<file path="config.mk">
export PLATFORM = sky130hd
export DESIGN_NAME = boa_pmu_sequencer_flat
export DESIGN_NICKNAME = d
export VERILOG_FILES = /design/src/rtl/boa_pmu_pkg.sv /design/src/rtl/boa_pmu_sequencer_if.sv /design/src/rtl/boa_sync2.sv /design/src/rtl/boa_pmu_sequencer.sv /design/src/flat_wrapper.sv
export SDC_FILE = /design/constraint.sdc
export NUM_CORES = 1
export LEC_CHECK = 0
export ABC_AREA = 1
export BUFFER_PORTS_ARGS = -buffer_cell sky130_fd_sc_hd__buf_2
export CELL_PAD_IN_SITES_DETAIL_PLACEMENT = 1
export CELL_PAD_IN_SITES_GLOBAL_PLACEMENT = 2
export CORE_MARGIN = 3
export CORE_UTILIZATION = 29
export DETAILED_ROUTE_END_ITERATION = 12
export GPL_TIMING_DRIVEN = 0
export MAX_ROUTING_LAYER = met4
export PLACE_DENSITY_LB_ADDON = 0.1
export SLEW_MARGIN = 20
export SYNTH_ARGS = -nofsm -noshare
export SYNTH_HDL_FRONTEND = slang
export SYNTH_SLANG_ARGS = --single-unit
</file>
<file path="constraint.sdc">
create_clock -name clk -period 1.62 [get_ports clk]
set_input_delay 0.162 -clock clk [delete_from_list [all_inputs] [get_ports clk]]
set_output_delay 0.162 -clock clk [all_outputs]
set_load 0.01 [all_outputs]
</file>
<file path="src/rtl/boa_pmu_pkg.sv">
// Shared types for the PMU sequencer: FSM state encoding, reset-cause
// encoding, and a small constant helper used to size the phase counter.
package boa_pmu_pkg;

    typedef enum logic [2:0] {
        PMU_RESET = 3'd0,
        PMU_RUN   = 3'd1,
        PMU_DRAIN = 3'd2,
        PMU_OFF   = 3'd3,
        PMU_WAKE  = 3'd4
    } pmu_state_t;

    typedef enum logic [1:0] {
        CAUSE_POR  = 2'd0,
        CAUSE_SOFT = 2'd1,
        CAUSE_WAKE = 2'd2
    } pmu_cause_t;

    // Largest of three phase lengths; the shared counter must hold any of them.
    function automatic int unsigned pmu_max3(input int unsigned a,
                                             input int unsigned b,
                                             input int unsigned c);
        int unsigned m;
        m = a;
        if (b > m) begin
            m = b;
        end else begin
            m = m;
        end
        if (c > m) begin
            m = c;
        end else begin
            m = m;
        end
        return m;
    endfunction

endpackage

</file>
<file path="src/rtl/boa_pmu_sequencer_if.sv">
// pmu_bus: level requests from the CPU to the PMU. The CPU drives rst/shdn,
// the PMU sequencer only observes them.
interface pmu_bus;
    logic rst;
    logic shdn;

    modport CPU (output rst, output shdn);
    modport PMU (input  rst, input  shdn);
endinterface

</file>
<file path="src/rtl/boa_sync2.sv">
// Two-flop synchroniser with asynchronous active-low clear, used to bring
// the asynchronous wake request into the always-on clock domain.
module boa_sync2 (
    input  logic clk,
    input  logic rst_n,
    input  logic d,
    output logic q
);

    logic meta_r;
    logic sync_r;

    // Two-stage capture; the first stage may go metastable, the second resolves it.
    always_ff @(posedge clk or negedge rst_n) begin
        if (!rst_n) begin
            meta_r <= 1'b0;
            sync_r <= 1'b0;
        end else begin
            meta_r <= d;
            sync_r <= meta_r;
        end
    end

    assign q = sync_r;

endmodule

</file>
<file path="src/rtl/boa_pmu_sequencer.sv">
// PMU-side sequencer: stretches power-on reset, services soft-reset and
// shutdown requests from the CPU, drains traffic before power-off, and
// restores power plus a full reset episode on wake. Records the cause of
// the last reset and whether the last drain timed out.
module boa_pmu_sequencer
    import boa_pmu_pkg::*;
#(
    parameter int unsigned RST_CYCLES    = 32'd16,
    parameter int unsigned DRAIN_TIMEOUT = 32'd256,
    parameter int unsigned PWR_SETTLE    = 32'd64
) (
    input  logic       clk,
    input  logic       rst,
    pmu_bus.PMU        pmb,
    input  logic       wake,
    input  logic       quiesce_ack,
    output logic       sys_rst,
    output logic       pwr_en,
    output logic       quiesce_req,
    output logic [1:0] cause,
    output logic       drain_to,
    output logic [2:0] state_o
);

    localparam int CNT_W = $clog2(pmu_max3(RST_CYCLES, DRAIN_TIMEOUT, PWR_SETTLE)) + 1;

    localparam logic [CNT_W-1:0] RST_LOAD   = CNT_W'(RST_CYCLES - 32'd1);
    localparam logic [CNT_W-1:0] DRAIN_LOAD = CNT_W'(DRAIN_TIMEOUT - 32'd1);
    localparam logic [CNT_W-1:0] WAKE_LOAD  = CNT_W'(PWR_SETTLE - 32'd1);
    localparam logic [CNT_W-1:0] CNT_ZERO   = {CNT_W{1'b0}};
    localparam logic [CNT_W-1:0] CNT_ONE    = {{(CNT_W-1){1'b0}}, 1'b1};

    pmu_state_t       state_r,   state_nxt_s;
    logic [CNT_W-1:0] cnt_r,     cnt_nxt_s;
    pmu_cause_t       cause_r,   cause_nxt_s;
    logic             drain_to_r, drain_to_nxt_s;
    logic             sys_rst_r, sys_rst_nxt_s;
    logic             pwr_en_r,  pwr_en_nxt_s;
    logic             quiesce_r, quiesce_nxt_s;
    logic             wake_s;
    logic             cnt_zero_s;
    logic [CNT_W-1:0] cnt_dec_s;

    boa_sync2 u_wake_sync (
        .clk   (clk),
        .rst_n (rst),
        .d     (wake),
        .q     (wake_s)
    );

    assign cnt_zero_s = (cnt_r == CNT_ZERO);
    assign cnt_dec_s  = cnt_r - CNT_ONE;

    // Next-state, counter and status-record logic for the sequencing FSM.
    always_comb begin
        state_nxt_s    = state_r;
        cnt_nxt_s      = cnt_r;
        cause_nxt_s    = cause_r;
        drain_to_nxt_s = drain_to_r;
        case (state_r)
            PMU_RESET: begin
                // Requests and wake are deliberately ignored while reset is held.
                if (cnt_zero_s) begin
                    state_nxt_s = PMU_RUN;
                end else begin
                    cnt_nxt_s = cnt_dec_s;
                end
            end
            PMU_RUN: begin
                // Shutdown outranks soft reset when both arrive together.
                if (pmb.shdn) begin
                    state_nxt_s = PMU_DRAIN;
                    cnt_nxt_s   = DRAIN_LOAD;
                end else if (pmb.rst) begin
                    state_nxt_s = PMU_RESET;
                    cnt_nxt_s   = RST_LOAD;
                    cause_nxt_s = CAUSE_SOFT;
                end else begin
                    state_nxt_s = PMU_RUN;
                end
            end
            PMU_DRAIN: begin
                // Once committed, shutdown completes; an ack on the expiry cycle still counts.
                if (quiesce_ack) begin
                    state_nxt_s    = PMU_OFF;
                    drain_to_nxt_s = 1'b0;
                end else if (cnt_zero_s) begin
                    state_nxt_s    = PMU_OFF;
                    drain_to_nxt_s = 1'b1;
                end else begin
                    cnt_nxt_s = cnt_dec_s;
                end
            end
            PMU_OFF: begin
                if (wake_s) begin
                    state_nxt_s = PMU_WAKE;
                    cnt_nxt_s   = WAKE_LOAD;
                end else begin
                    state_nxt_s = PMU_OFF;
                end
            end
            PMU_WAKE: begin
                if (cnt_zero_s) begin
                    state_nxt_s = PMU_RESET;
                    cnt_nxt_s   = RST_LOAD;
                    cause_nxt_s = CAUSE_WAKE;
                end else begin
                    cnt_nxt_s = cnt_dec_s;
                end
            end
            default: begin
                state_nxt_s = PMU_RESET;
                cnt_nxt_s   = RST_LOAD;
            end
        endcase
    end

    // Output decode from the next state so outputs switch on the same edge as the state.
    always_comb begin
        sys_rst_nxt_s = 1'b1;
        pwr_en_nxt_s  = 1'b1;
        quiesce_nxt_s = 1'b0;
        case (state_nxt_s)
            PMU_RESET: begin
                sys_rst_nxt_s = 1'b1;
            end
            PMU_RUN: begin
                sys_rst_nxt_s = 1'b0;
            end
            PMU_DRAIN: begin
                sys_rst_nxt_s = 1'b0;
                quiesce_nxt_s = 1'b1;
            end
            PMU_OFF: begin
                // Keep the system in reset whenever its power is removed.
                pwr_en_nxt_s = 1'b0;
            end
            PMU_WAKE: begin
                sys_rst_nxt_s = 1'b1;
            end
            default: begin
                sys_rst_nxt_s = 1'b1;
            end
        endcase
    end

    // State, counter, status and registered outputs.
    always_ff @(posedge clk or negedge rst) begin
        if (!rst) begin
            state_r    <= PMU_RESET;
            cnt_r      <= RST_LOAD;
            cause_r    <= CAUSE_POR;
            drain_to_r <= 1'b0;
            sys_rst_r  <= 1'b1;
            pwr_en_r   <= 1'b1;
            quiesce_r  <= 1'b0;
        end else begin
            state_r    <= state_nxt_s;
            cnt_r      <= cnt_nxt_s;
            cause_r    <= cause_nxt_s;
            drain_to_r <= drain_to_nxt_s;
            sys_rst_r  <= sys_rst_nxt_s;
            pwr_en_r   <= pwr_en_nxt_s;
            quiesce_r  <= quiesce_nxt_s;
        end
    end

    assign sys_rst     = sys_rst_r;
    assign pwr_en      = pwr_en_r;
    assign quiesce_req = quiesce_r;
    assign cause       = cause_r;
    assign drain_to    = drain_to_r;
    assign state_o     = state_r;

endmodule

</file>
<file path="src/flat_wrapper.sv">
// flat-port wrapper written by rule: the top's interface ports become plain ports
module boa_pmu_sequencer_flat import boa_pmu_pkg::*;
#(
    parameter int unsigned RST_CYCLES    = 32'd16,
    parameter int unsigned DRAIN_TIMEOUT = 32'd256,
    parameter int unsigned PWR_SETTLE    = 32'd64
)
  (clk, rst, wake, quiesce_ack, sys_rst, pwr_en, quiesce_req, cause, drain_to, state_o, pmb_rst, pmb_shdn);
  pmu_bus pmb_i ();
  input  logic clk;
  input  logic rst;
  input  logic wake;
  input  logic quiesce_ack;
  output logic sys_rst;
  output logic pwr_en;
  output logic quiesce_req;
  output logic [1:0] cause;
  output logic drain_to;
  output logic [2:0] state_o;
  input wire logic [$bits(pmb_i.rst)-1:0] pmb_rst;
  input wire logic [$bits(pmb_i.shdn)-1:0] pmb_shdn;
  assign pmb_i.rst = pmb_rst;
  assign pmb_i.shdn = pmb_shdn;
  boa_pmu_sequencer #(.RST_CYCLES(RST_CYCLES), .DRAIN_TIMEOUT(DRAIN_TIMEOUT), .PWR_SETTLE(PWR_SETTLE)) u_core (.clk(clk), .rst(rst), .pmb(pmb_i), .wake(wake), .quiesce_ack(quiesce_ack), .sys_rst(sys_rst), .pwr_en(pwr_en), .quiesce_req(quiesce_req), .cause(cause), .drain_to(drain_to), .state_o(state_o));
endmodule
</file>
=== Word level (Yosys, flattened, before mapping) ===
Index checks and enable logic that the tools add are counted.

* Output and inout port bits: 9
* Flip-flop bits (word level): 20

* Add/subtract/negate cells: 1
* Equal/unequal tests: 13
* Reduce and logical (&&, ||, !) cells: 8
* Muxes and demuxes: 24

{| class="wikitable"
|+ Operator list
! operator !! count
|-
| two-way mux 9 bit || 6
|-
| one-hot mux 9 bit (5 select lines) || 1
|-
| two-way mux 3 bit || 6
|-
| one-hot mux 3 bit (5 select lines) || 1
|-
| == test 3 x 2 -> 1 bit, second input constant || 4
|-
| logical NOT 9 bit || 1
|-
| subtractor 9 x 1 -> 9 bit, second input constant || 1
|-
| inequality test 2 bit, second input constant || 4
|-
| == test 3 x 1 -> 1 bit, second input constant || 2
|-
| two-way mux 1 bit || 6
|-
| two-way mux 2 bit || 3
|-
| one-hot mux 2 bit (2 select lines) || 1
|-
| AND reduction 4 bit || 1
|-
| nonzero test 2 bit || 2
|-
| == test 3 bit, second input constant || 1
|-
| logical NOT 3 bit || 1
|-
| inequality test 3 bit, second input constant || 1
|-
| AND reduction 3 bit || 1
|-
| inequality test 2 x 1 -> 1 bit, second input constant || 1
|-
| AND reduction 2 bit || 1
|-
| OR reduction 2 bit || 1
|}

=== Depth between registers and ports, before layout ===
* Word-level depth: 7
* Gate-level depth with buffers: 10

=== Modules after synthesis ===
From an unflattened synthesis, not the netlist that was laid out.

* Cells, all modules: 153
* Area, all modules: 1,123.6 um^2

{| class="wikitable"
|+ By module, submodules not included
! module !! times used !! cells an instance !! seq. area each (um^2) !! area each (um^2)
|-
| boa_pmu_sequencer || 1 || 151 || 457.9 || 1,073.5
|-
| boa_sync2 || 1 || 2 || 50.0 || 50.0
|}

=== Worst setup path after synthesis ===
OpenSTA, ideal clock, no wires.

* Path kind: reg-to-reg
* Start: reg u_core.cnt_r[0]
* End: reg u_core.cnt_r[2]
* Arrival time: 1.438 ns
* Data required time: 1.539 ns
* Cell stages (with the launch flop): 9
* Path buffers: 0
* Setup time: 0.081 ns
* Slack: 0.101 ns
* Cells stage by stage: dfstp_2 > inv_1 > ha_1 > nand2_2 > nor2_1 > nand3_2 > nand2_1 > o21ai_0 > nand2_1

* Longest elaborated chain between the ends: 4
* Elaborated cells on any way between the ends: 6
* Those cells by class: 1 x add/sub; 4 x mux; 1 x reduce/logical

{| class="wikitable"
|+ Ends and longest elaborated chain
! what !! RTL line !! RTL
|-
| from (decl) || boa_pmu_sequencer.sv:34 || <nowiki>logic [CNT_W-1:0] cnt_r, cnt_nxt_s;</nowiki>
|-
| from (signal assigned) || boa_pmu_sequencer.sv:159 || <nowiki>cnt_r <= cnt_nxt_s;</nowiki>
|-
| subtractor 9 x 1 -> 9 bit / logical NOT 9 bit (equally long branches) || boa_pmu_sequencer.sv:52, boa_pmu_sequencer.sv:51 ||
|-
| two-way mux 9 bit || boa_pmu_sequencer.sv:63, boa_pmu_sequencer.sv:87 ||
|-
| two-way mux 9 bit || boa_pmu_sequencer.sv:84 || <nowiki>if (quiesce_ack) begin</nowiki>
|-
| one-hot mux 9 bit (5 select lines) * || boa_pmu_sequencer.sv:60 || <nowiki>case (state_r)</nowiki>
|}

Mark *: on every way between the ends. The rest lies on a longest branch, timed or not. The select of a mux whose other input is x is not followed.
A chain may end at the register's enable or synchronous reset.

=== Worst setup path in the final report ===
* Start: reg u_core.cnt_r[0]
* End: reg u_core.cnt_r[7]

Same word-level chain as after synthesis.

==> metrics.md <==
| Metric | Value |
|---|---|
| Clk pwr share | `0.182` |
| Destination of the worst hold path | `u_core.drain_to` |
| Via count of the routed design | `between 900 and 1,000` |
| Antenna cell count | `0` |
| Flop pwr share | `0.342` |
| Half-perimeter wire length after placement | `between 2000 and 2500 um` |
| Startpoint type of the worst setup path | `flip-flop` |
| Count of state elements after synthesis | `20` |
| GRT Residual Overflow | `0` |
| Reg2reg setup slack | `approximately 0.071 ns` |
| Multi-input combinational cell area | `571 um2` |
| Count of flip-flops with a built-in enable after synthesis | `0` |
| Clock buffer count from CTS | `3` |
| Final Hold Fails | `0` |
| Register clock-pin slew on the reported worst setup and hold paths | `about 0.080 ns` |
| Area overhead of the layout relative to synthesis | `28.6%` |
| Io pins | `15` |
| Combinational share of power | `0.477` |
| Power per standard cell area | `approximately 2000 mW/mm2` |
| Maximum clock frequency | `between 0.6 and 0.7 GHz` |
| Net count of the mapped netlist | `150` |
| Reg-to-reg startpoint | `u_core.cnt_r[0]` |
| Seq/Total Area, Yosys | `0.463` |
| Hold Startpoint | `quiesce_ack` |
| Max Cap Viol | `0` |
| Relative slew slack | `0.616` |
| Floorplan row count | `21` |
| Post-placement worst setup slack | `-0.180 ns` |
| Reported leakage power | `roughly 0.7 nW` |
| Iteration count of the initial detailed-routing pass | `4` |
| Clock latency at the later pin of the worst-skew pair | `between 0.2 and 0.3 ns` |
| Worst Path Class, Setup | `flip-flop to flip-flop` |
| Worst hold path cell count | `3` |
| Final wirelength | `~3000 um` |
| Share of flip-flops with an asynchronous set or reset after synthesis | `1.00` |
| Total Nets Final | `between 150 and 200` |
| Number of distinct library cells after synthesis | `26` |
| Vias in the first global route | `~1,000` |
| R2R depth | `10` |
| Horiz. Die Dim | `~68 um` |
| Std-Cell Core Area | `0.00349 mm2` |
| Final critical-path setup slack | `just over 0.07 ns` |
| Min Tclk post-route | `between 1.5 and 2 ns` |
| Pin count of the biggest net entering global routing | `21` |
| Critical Path Fanout Max | `8` |
| Final core utilization | `0.404` |
| Reported net switching power | `1.24 mW` |
| Number of warnings printed during yosys synthesis | `0` |
| Worst reg2reg path endpoint | `u_core.cnt_r[7]` |
| TritonCTS clock tree | `yes` |
| Endpoint kind of the worst setup timing path | `flip-flop` |
| H-Tree Depth | `1` |
| Critical path data required time | `~1.8 ns` |
| Starting density of the core | `0.314` |
| Internal power component | `roughly 1.6 mW` |
| Share of cells above drive strength 1 | `0.321` |
| Class of the worst hold path | `input pin to flip-flop` |
| Detailed Route Iter0 Violations | `22` |
| Final number of setup-violating endpoints | `0` |
| Maximum clock path buffer count | `2` |
| Final estimated routing congestion in global placement | `0.726` |
| Peak VDD IR | `0.000699 V` |
| Total global routing track utilization | `0.156` |
| First-pass GRT wire length | `5030 um` |
| Mapped Cells | `143` |
| Post-synthesis area per instance | `approximately 7.7 um2` |
| Die Outline Area | `approximately 0.0046 mm2` |
| Critical path data arrival time | `1.71 ns` |
| Switching power as a share of total power | `0.436` |
| Vias/cell | `approximately 4.7` |
| Count of port buffers added during placement | `14` |
| Final setup skew | `about 0.0027 ns` |
| Number of sinks handled by clock tree synthesis | `20` |
| Initial antenna violation count | `0` |
| Area of all placed cells without fillers | `0.00141 mm2` |
| Max-slew violation count | `0` |
| Die boundary height | `slightly below 70 um` |
| Total power | `~2.8 mW` |
| Placed cell area | `between 0.001 and 0.0015 mm2` |
| Filler cell count | `between 400 and 500` |
| Wire length per cell | `~14 um` |
| Number of remaining DRC errors | `0` |
| Cell Area, Synth | `0.00110 mm2` |
| Critical Path Source | `u_core.cnt_r[0]` |
| Least-Margin Pin Slew | `0.576 ns` |
| Run status | `complete, no violations` |
| Share of the clock period used by the worst path after layout | `0.956` |
| Clock root buffer | `sky130_fd_sc_hd__clkbuf_8` |
| Prevailing post-synth register cell | `sky130_fd_sc_hd__dfrtp_1` |
| Number of antenna-violating nets in the routed design | `0` |
| Area taken by flip-flops and latches | `about 500 um2` |
==> cells by family (layout without fill, tap and decap cells) <==
group | count (synthesis) | after routing | share of synthesized area
simple gates | 93 | 93 | 0.390
flops | 20 | 20 | 0.463
xor+xnor | 2 | 2 | 0.0160
buf+inv | 17 | 42 | 0.0650
fa+ha+maj | 1 | 1 | 0.0114
compound gates | 10 | 10 | 0.0547
==> worst max-delay path, cell delays in order (launching register included) <==
cell and delay, ns:
sky130_fd_sc_hd__dfstp_2 0.39, sky130_fd_sc_hd__inv_2 0.09, sky130_fd_sc_hd__ha_4 0.17, sky130_fd_sc_hd__nand2_4 0.08, sky130_fd_sc_hd__nor2_4 0.15, sky130_fd_sc_hd__nand3_4 0.14
sky130_fd_sc_hd__buf_4 0.16, sky130_fd_sc_hd__nand3_1 0.07, sky130_fd_sc_hd__nand2_1 0.06, sky130_fd_sc_hd__nand2_1 0.07, sky130_fd_sc_hd__nand2_1 0.05
==> registers in the layout, summed over array words and instances (netlist names) <==
| register | count |
|---|---|
| u_core.cause | 2 |
| u_core.cnt_r | 9 |
| u_core.drain_to | 1 |
| u_core.pwr_en | 1 |
| u_core.quiesce_req | 1 |
| u_core.state_o | 3 |
| u_core.sys_rst | 1 |
| u_core.u_wake_sync.meta_r | 1 |
| u_core.u_wake_sync.q | 1 |
==> cell usage after synthesis, types with 2 or more instances <==
library cell,n,area share
sky130_fd_sc_hd__inv_1,14,0.048
sky130_fd_sc_hd__nor2_2,2,0.011
sky130_fd_sc_hd__o21ai_1,2,0.0091
sky130_fd_sc_hd__o21ai_2,2,0.016
sky130_fd_sc_hd__dfstp_2,6,0.14
sky130_fd_sc_hd__inv_2,2,0.0068
sky130_fd_sc_hd__nand2_1,48,0.16
sky130_fd_sc_hd__xnor2_1,2,0.016
sky130_fd_sc_hd__dfrtp_1,14,0.32
sky130_fd_sc_hd__nand3_1,13,0.059
sky130_fd_sc_hd__o21ai_0,4,0.018
sky130_fd_sc_hd__nand2_2,2,0.011
sky130_fd_sc_hd__nor2_1,18,0.062
sky130_fd_sc_hd__nand4_1,2,0.011
==> through the flow <==
step / setup TNS [ns] / instances / hold WS [ns]
after CTS: 0 / 210 / 0.217
after global placement: -0.621 / 203 / 0.150
after global routing: -0.0925 / 214 / 0.242
final: 0 / 214 / 0.219
after floorplan: 0 / 143 / -0.134
after detailed placement: -1.12 / 203 / 0.156
==> layout make-up <==
cell class,count,area share
Timing Repair Buffer,21,0.0904
Sequential cell,20,0.362
Inverter,16,0.0443
Multi-Input combinational cell,106,0.404
Tap cell,46,0.0408
Clock inverter,1,0.0213
Buffer,1,0.00798
Clock buffer,3,0.0293
==> what timing repair did <==
action	4_1_cts	5_1_grt
cloned	0	0
resized for setup	10	7
hold endpoints to repair	15	0
hold buffers	2	0
setup endpoints to repair	12	13
pin swaps	2	1
buffers inserted	1	4
==> cells in the final DEF (no fill, tap or decap), types with 3 or more instances in the layout <==
cell,synthesis,layout
sky130_fd_sc_hd__nand2_1,48,46
sky130_fd_sc_hd__nor2_1,18,15
sky130_fd_sc_hd__buf_2,0,14
sky130_fd_sc_hd__inv_1,14,13
sky130_fd_sc_hd__nand3_1,13,13
sky130_fd_sc_hd__dfrtp_1,14,12
sky130_fd_sc_hd__dfstp_2,6,6
sky130_fd_sc_hd__buf_4,0,5
sky130_fd_sc_hd__nor2_4,1,3
sky130_fd_sc_hd__nor2_2,2,3
sky130_fd_sc_hd__nand2_2,2,3
sky130_fd_sc_hd__o21ai_0,4,3
sky130_fd_sc_hd__o21ai_1,2,3
sky130_fd_sc_hd__clkbuf_8,0,3
==> layer usage <==
| metal | GRT usage | routed length, um |
|---|---|---|
| met4 | 0.0532 | 38 |
| met5 | - | 0 |
| met3 | 0.0300 | 73 |
| met2 | 0.249 | 1500 |
| met1 | 0.196 | 1400 |
==> how the worst max path moves through the flow <==
stage                      end  cells past startpoint  slack, ns
4_1_cts        u_core.cnt_r[0]                      8       0.02
3_5_place_dp   u_core.cnt_r[2]                      8      -0.18
2_1_floorplan  u_core.cnt_r[2]                      8       0.10
6_report       u_core.cnt_r[7]                     10       0.07
3_3_place_gp   u_core.cnt_r[2]                      8      -0.14
5_1_grt        u_core.cnt_r[7]                     10      -0.02
==> power by group through the flow <==
| stage | Sequential [mW] | Clock, mW | Combinational (mW) |
|---|---|---|---|
| after floorplan | 0.950 | 0 | 0.880 |
| after global placement | 0.954 | 0 | 1.19 |
| after detailed placement | 0.959 | 0 | 1.23 |
| after CTS | 0.956 | 0.524 | 1.34 |
| after global routing | 1.00 | 0.562 | 1.57 |
| final | 0.969 | 0.515 | 1.35 |
(Power assumes the default switching activity.)
